File: config.mk
export PLATFORM = sky130hd
export DESIGN_NAME = pipelined_ilm_mult
export DESIGN_NICKNAME = d
export VERILOG_FILES = /design/src/rtl/pipelined_ilm_mult.sv
export SDC_FILE = /design/constraint.sdc
export NUM_CORES = 1
export LEC_CHECK = 0
export ABC_AREA = 1
export BUFFER_PORTS_ARGS = -buffer_cell sky130_fd_sc_hd__clkbuf_2
export CORE_MARGIN = 2
export CORE_UTILIZATION = 55
export CTS_CLUSTER_SIZE = 16
export DETAILED_ROUTE_END_ITERATION = 10
export HOLD_SLACK_MARGIN = 0.06
export PLACE_DENSITY = 0.72
export SLEW_MARGIN = 0
export SYNTH_ARGS = -nofsm -noshare
export SYNTH_HDL_FRONTEND = slang
export SYNTH_SLANG_ARGS = --single-unit
File: constraint.sdc
create_clock -name clk -period 9.8 [get_ports clk]
set_clock_uncertainty 0.05 [all_clocks]
set_input_delay 0.98 -clock clk [delete_from_list [all_inputs] [get_ports clk]]
set_output_delay 0.98 -clock clk [all_outputs]
set_load 0.03 [all_outputs]
File: src/rtl/pipelined_ilm_mult.sv
// Three-stage pipelined improved logarithmic multiplier for sign-magnitude operands,
// with per-transaction choice of basic or one-iteration corrected ILM.
module pipelined_ilm_mult #(
    parameter int unsigned WIDTH   = 8,
    parameter bit          CORR_EN = 1'b1
) (
    input  logic               clk,
    input  logic               rst_n,
    input  logic               in_valid,
    output logic               in_ready,
    input  logic [WIDTH:0]     in_a,
    input  logic [WIDTH:0]     in_b,
    input  logic               in_mode,
    output logic               out_valid,
    input  logic               out_ready,
    output logic               out_sign,
    output logic [2*WIDTH-1:0] out_product,
    output logic               out_exact
);

    localparam int unsigned KW = $clog2(WIDTH);
    localparam int unsigned QW = WIDTH + 1;
    localparam int unsigned PW = 2*WIDTH + 2;
    localparam int unsigned OW = 2*WIDTH;

    // Nearest power-of-two exponent: leading one, bumped when the next bit is set (ties up), capped.
    function automatic logic [KW-1:0] near_k(input logic [WIDTH-1:0] m);
        logic [KW-1:0] k;
        k = '0;
        for (int unsigned i = 1; i < WIDTH; i++) begin
            if (m[i]) k = (m[i-1] && (i < WIDTH-1)) ? KW'(i + 1) : KW'(i);
        end
        return k;
    endfunction

    function automatic logic signed [QW-1:0] resid(input logic [WIDTH-1:0] m,
                                                    input logic [KW-1:0]    k);
        return $signed({1'b0, m}) - $signed(QW'(1) << k);
    endfunction

    // 2^(k1+k2) + q1*2^k2 + q2*2^k1, signed
    function automatic logic signed [PW-1:0] ilm(input logic [KW-1:0]        k1,
                                                  input logic [KW-1:0]        k2,
                                                  input logic signed [QW-1:0] q1,
                                                  input logic signed [QW-1:0] q2);
        logic signed [PW-1:0] e1;
        logic signed [PW-1:0] e2;
        logic [KW:0]          ks;
        e1 = PW'(q1);
        e2 = PW'(q2);
        ks = (KW+1)'(k1) + (KW+1)'(k2);
        return $signed(PW'(1) << ks) + (e1 <<< k2) + (e2 <<< k1);
    endfunction

    logic adv;
    assign adv      = ~out_valid | out_ready;
    assign in_ready = adv;

    // stage 1 combinational: decompose operands
    logic [WIDTH-1:0]        a_mag, b_mag;
    logic [KW-1:0]           a_k, b_k;
    logic signed [QW-1:0]    a_q, b_q;

    always_comb begin
        a_mag = in_a[WIDTH-1:0];
        b_mag = in_b[WIDTH-1:0];
        a_k   = near_k(a_mag);
        b_k   = near_k(b_mag);
        a_q   = resid(a_mag, a_k);
        b_q   = resid(b_mag, b_k);
    end

    logic                 s1_v, s1_z, s1_mode, s1_sign;
    logic [KW-1:0]        s1_k1, s1_k2;
    logic signed [QW-1:0] s1_q1, s1_q2;

    // stage 2 combinational: basic product and correction decomposition of |q|
    logic signed [PW-1:0] p0;
    logic [WIDTH-1:0]     q1_abs, q2_abs;
    logic [KW-1:0]        c_k1, c_k2;
    logic signed [QW-1:0] c_r1, c_r2;

    always_comb begin
        p0     = ilm(s1_k1, s1_k2, s1_q1, s1_q2);
        q1_abs = WIDTH'(s1_q1[QW-1] ? -s1_q1 : s1_q1);
        q2_abs = WIDTH'(s1_q2[QW-1] ? -s1_q2 : s1_q2);
        c_k1   = near_k(q1_abs);
        c_k2   = near_k(q2_abs);
        c_r1   = resid(q1_abs, c_k1);
        c_r2   = resid(q2_abs, c_k2);
    end

    logic                 s2_v, s2_z, s2_mode, s2_sign, s2_qz, s2_neg;
    logic signed [PW-1:0] s2_p0;
    logic [KW-1:0]        s2_k1, s2_k2;
    logic signed [QW-1:0] s2_r1, s2_r2;

    // stage 3 combinational: apply signed correction when q1*q2 != 0
    logic signed [PW-1:0] corr;
    logic [OW-1:0]        p_fin;
    logic                 exact;

    always_comb begin
        corr  = ilm(s2_k1, s2_k2, s2_r1, s2_r2);
        p_fin = OW'(s2_p0);
        if (s2_mode && !s2_qz) p_fin = s2_neg ? OW'(s2_p0 - corr) : OW'(s2_p0 + corr);
        exact = s2_z | s2_qz | (s2_mode & ((s2_r1 == '0) | (s2_r2 == '0)));
    end

    always_ff @(posedge clk or negedge rst_n) begin
        if (!rst_n) begin
            s1_v <= 1'b0; s1_z <= 1'b0; s1_mode <= 1'b0; s1_sign <= 1'b0;
            s1_k1 <= '0; s1_k2 <= '0; s1_q1 <= '0; s1_q2 <= '0;
            s2_v <= 1'b0; s2_z <= 1'b0; s2_mode <= 1'b0; s2_sign <= 1'b0;
            s2_qz <= 1'b0; s2_neg <= 1'b0; s2_p0 <= '0;
            s2_k1 <= '0; s2_k2 <= '0; s2_r1 <= '0; s2_r2 <= '0;
            out_valid <= 1'b0; out_sign <= 1'b0; out_product <= '0; out_exact <= 1'b0;
        end else if (adv) begin
            s1_v    <= in_valid;
            s1_z    <= (a_mag == '0) | (b_mag == '0);
            s1_mode <= in_mode & CORR_EN;
            s1_sign <= in_a[WIDTH] ^ in_b[WIDTH];
            s1_k1   <= a_k;
            s1_k2   <= b_k;
            s1_q1   <= a_q;
            s1_q2   <= b_q;

            s2_v    <= s1_v;
            s2_z    <= s1_z;
            s2_mode <= s1_mode;
            s2_sign <= s1_sign;
            s2_qz   <= (s1_q1 == '0) | (s1_q2 == '0);
            s2_neg  <= s1_q1[QW-1] ^ s1_q2[QW-1];
            s2_p0   <= p0;
            s2_k1   <= c_k1;
            s2_k2   <= c_k2;
            s2_r1   <= c_r1;
            s2_r2   <= c_r2;

            out_valid   <= s2_v;
            out_sign    <= s2_sign & ~s2_z;
            out_product <= s2_z ? '0 : p_fin;
            out_exact   <= exact;
        end
    end

endmodule

==> results.md <==
* First-pass GRT wire length at 43,510 um
* Reg2Reg Depth at 35
* Site row count at 51
* Slowest cell on crit path: dfrtp_1
* Met3 routed WL at 1257 um
* Cell Area, Synth at 10,710 um^2
* Vias in the first global route at 9,205
* Drt wl/cell at 13.79 um
* Worst R2R Start: s2_k2[0]
* Number of flops mapped to enable cells by yosys at 0
* Fin. Hold Viols at 0
* CTS Sinks at 93
* Sequential-to-total area share from yosys stat at 21.74%
* Max-slew violations at 0
* Yosys reg bits at 93
* Number of instances in the placed design at 1,874
* Initial antenna violation count at 0
* Die width at 143.5 um
* Clock buffer depth at 2
* Measured slew at the worst slew-check pin at 1.004 ns
* Mapped Cells at 1,605
* Wire length on met2 at 11,940 um
* 1st-pass router iterations at 5
* Clk slew on worst S/H paths at 0.08 ns
* # setup viols final at 0
* CP Class: flop to flop
* Run status: finished, final reports clean
* # hold bufs at CTS at 0
* Total Wirelength at 26,070 um
* Synth warnings at 0
* Period utilization at 63.43%
* Final setup TNS at 0 ns
* Layout cells sized above 1 at 7.077%
* Hold crit path type: flop to flop
* Antenna Nets Post-Route at 0
* CP max FO at 20
* Final Cell Area at 11,450 um^2
* CTS tree: built
* Layout area overhead at 6.954%
* FFs w/ async S/R, synth at 100.0%
* Skew-Pair Late Insertion Delay at 0.36 ns
* Synthesized Nets at 1,753
* Initial Util at 55.55%
* Max-cap viol count at 0
* Main synth FF type: dfrtp_1
* CP endpoint kind: flop
* Total Routing Usage GR at 26.28%
* Gr ovfl total at 0
* RSZ-0062 raised after global routing: no
* PortBufs at 42
* Hold Crit Depth at 2
* Final nets at 1,768
* Slew Limit Headroom at 32.81%
* HP Start: s2_v
* Routability congestion estimate at 0.9371
* Most frequent cell on the critical path: nand2_1
* Max layer used: met4
* Met1 wire length at 12,200 um
* Placed cell area at 11,120 um^2
* Fin cells at 1,890
* Post-Syn Area per Cell at 6.670 um^2
* Min Clock Period, post-route at 6.216 ns
* DIE AREA at 20,600 um^2
* Worst path max stage delay at 0.66 ns
* DR vias/cell at 5.325
* Number of CTS-inserted buffers at 9
* Top-Level Pins at 43
* DPL Wire Length at 20,980 um
* Initial drt markers at 612
* Post-CTS Setup Inserts at 0
* H-tree levels at 3
* Largest net degree at the start of global routing at 70
* Data arrival, critical path at 6.42 ns
* Fmax at 160.9 MHz
* Die Height at 143.5 um
* Setup crit start kind: flop
* Post-synthesis cell type count at 47
* DRC viols at 0
* Required @ worst endpoint at 10.01 ns
* Antenna diode count at 0
* Core area at 19,270 um^2
* Post-CTS sizing at 0
* Number of vias after detailed routing at 10,065
* Root Driver: clkbuf_16
* Critical path startpoint: s2_k2[0]
worst max-delay path: cells and delay by family (launching register included):
kind / cells / cell delay (ns)
adders and majority gates: 6 / 2.28
and+or+nand+nor: 16 / 1.62
AOI/OAI and AO/OA: 4 / 0.74
DFF: 1 / 0.66
buffers and inverters: 8 / 0.63
xor gates and xnor gates: 1 / 0.14
cell usage in the layout (no fill, tap or decap), drive strengths merged:
master,Yosys,routed
dfrtp,93,93
nand2,412,412
a211oi,3,3
xnor2,19,19
fa,39,39
o22ai,2,2
clkinvlp,0,1
a31oi,6,6
o221ai,1,1
nand3,74,74
o21ai,201,201
a32o,7,7
xor2,38,38
bufinv,0,2
a211o,2,2
o211ai,1,1
o41ai,1,1
mux2i,14,14
o21bai,2,2
nand3b,6,6
buf,7,6
and2,4,4
or2,13,13
a21oi,76,76
nor3,36,36
o31ai,15,15
ha,86,86
nor4,9,9
nor2,129,129
nand4,16,16
clkbuf,36,50
clkinv,8,8
inv,249,253
final timing paths:
| check | to | slack, ns |
|---|---|---|
| max in group asynchronous | s1_v | 8.05 |
| setup reg to reg | out_product[15] | 3.58 |
| min in group asynchronous | out_product[6] | 0.51 |
| setup / recovery | out_product[15] | 3.58 |
| hold / removal | out_valid | 0.40 |
| hold reg to reg | out_valid | 0.40 |
kinds of logic (layout without fill, tap and decap cells):
logic type                 count (synthesis)  after routing  share of synthesized area, %
muxes                                     14             14                         1.309
DFF                                       93             93                         21.74
and+or+nand+nor                          699            699                         27.58
AOI/OAI and AO/OA                        317            317                         16.42
buffers and inverters                    300            320                         10.62
xor gates and xnor gates                  57             57                         4.979
adders and majority gates                125            125                         17.34
layer usage:
| metal | up-vias | global-route usage, % |
|---|---|---|
| li1 | 5223 | - |
| met3 | 38 | 2.999 |
| met2 | 214 | 43.53 |
| met1 | 4590 | 36.15 |
| met4 | 0 | 8.153 |
| met5 | - | 0 |
through the flow:
step	hold slack, ns	worst slack, ns	utilization (%)
2_1_floorplan	0.3698	4.235	-
3_3_place_gp	0.3804	3.883	57.71
3_5_place_dp	0.3867	3.664	57.71
4_1_cts	0.4039	3.641	59.41
5_1_grt	0.4352	2.910	59.41
6_report	0.3997	3.584	59.41
layout make-up:
cell class                      count  area [um^2]
Timing Repair Buffer               47        250.2
Inverter                          257        964.7
Multi-Input combinational cell   1212         7248
Fill cell                        1846         7821
Tap cell                          265        331.6
Sequential cell                    93         2327
Clock inverter                      7        102.6
Clock buffer                        9        225.2
state kept, by name, indices dropped and copies added, names as in the netlist, 3 cells and up:
| name | flops |
|---|---|
| s2_r2 | 9 |
| s1_q1 | 9 |
| s2_r1 | 9 |
| s1_q2 | 9 |
| s1_k2 | 3 |
| s2_p0 | 16 |
| s1_k1 | 3 |
| s2_k2 | 3 |
| s2_k1 | 3 |
| out_product | 16 |
cell usage after synthesis (14+ instances only):
cell type,n,area (um^2)
nor3_1,30,150.1
nor2_1,123,461.7
ha_1,86,1076
clkbuf_1,36,135.1
fa_1,39,780.8
nand4_1,16,100.1
nand3_1,74,370.4
inv_1,240,900.9
a21oi_1,76,380.4
xor2_1,35,306.5
dfrtp_1,93,2327
mux2i_1,14,140.1
o21ai_0,193,965.9
nand2_1,408,1531
xnor2_1,19,166.4
Power is left out: the tool's default activity adds up to more than one toggle a clock period on the data nets, which glitch-free logic cannot reach.
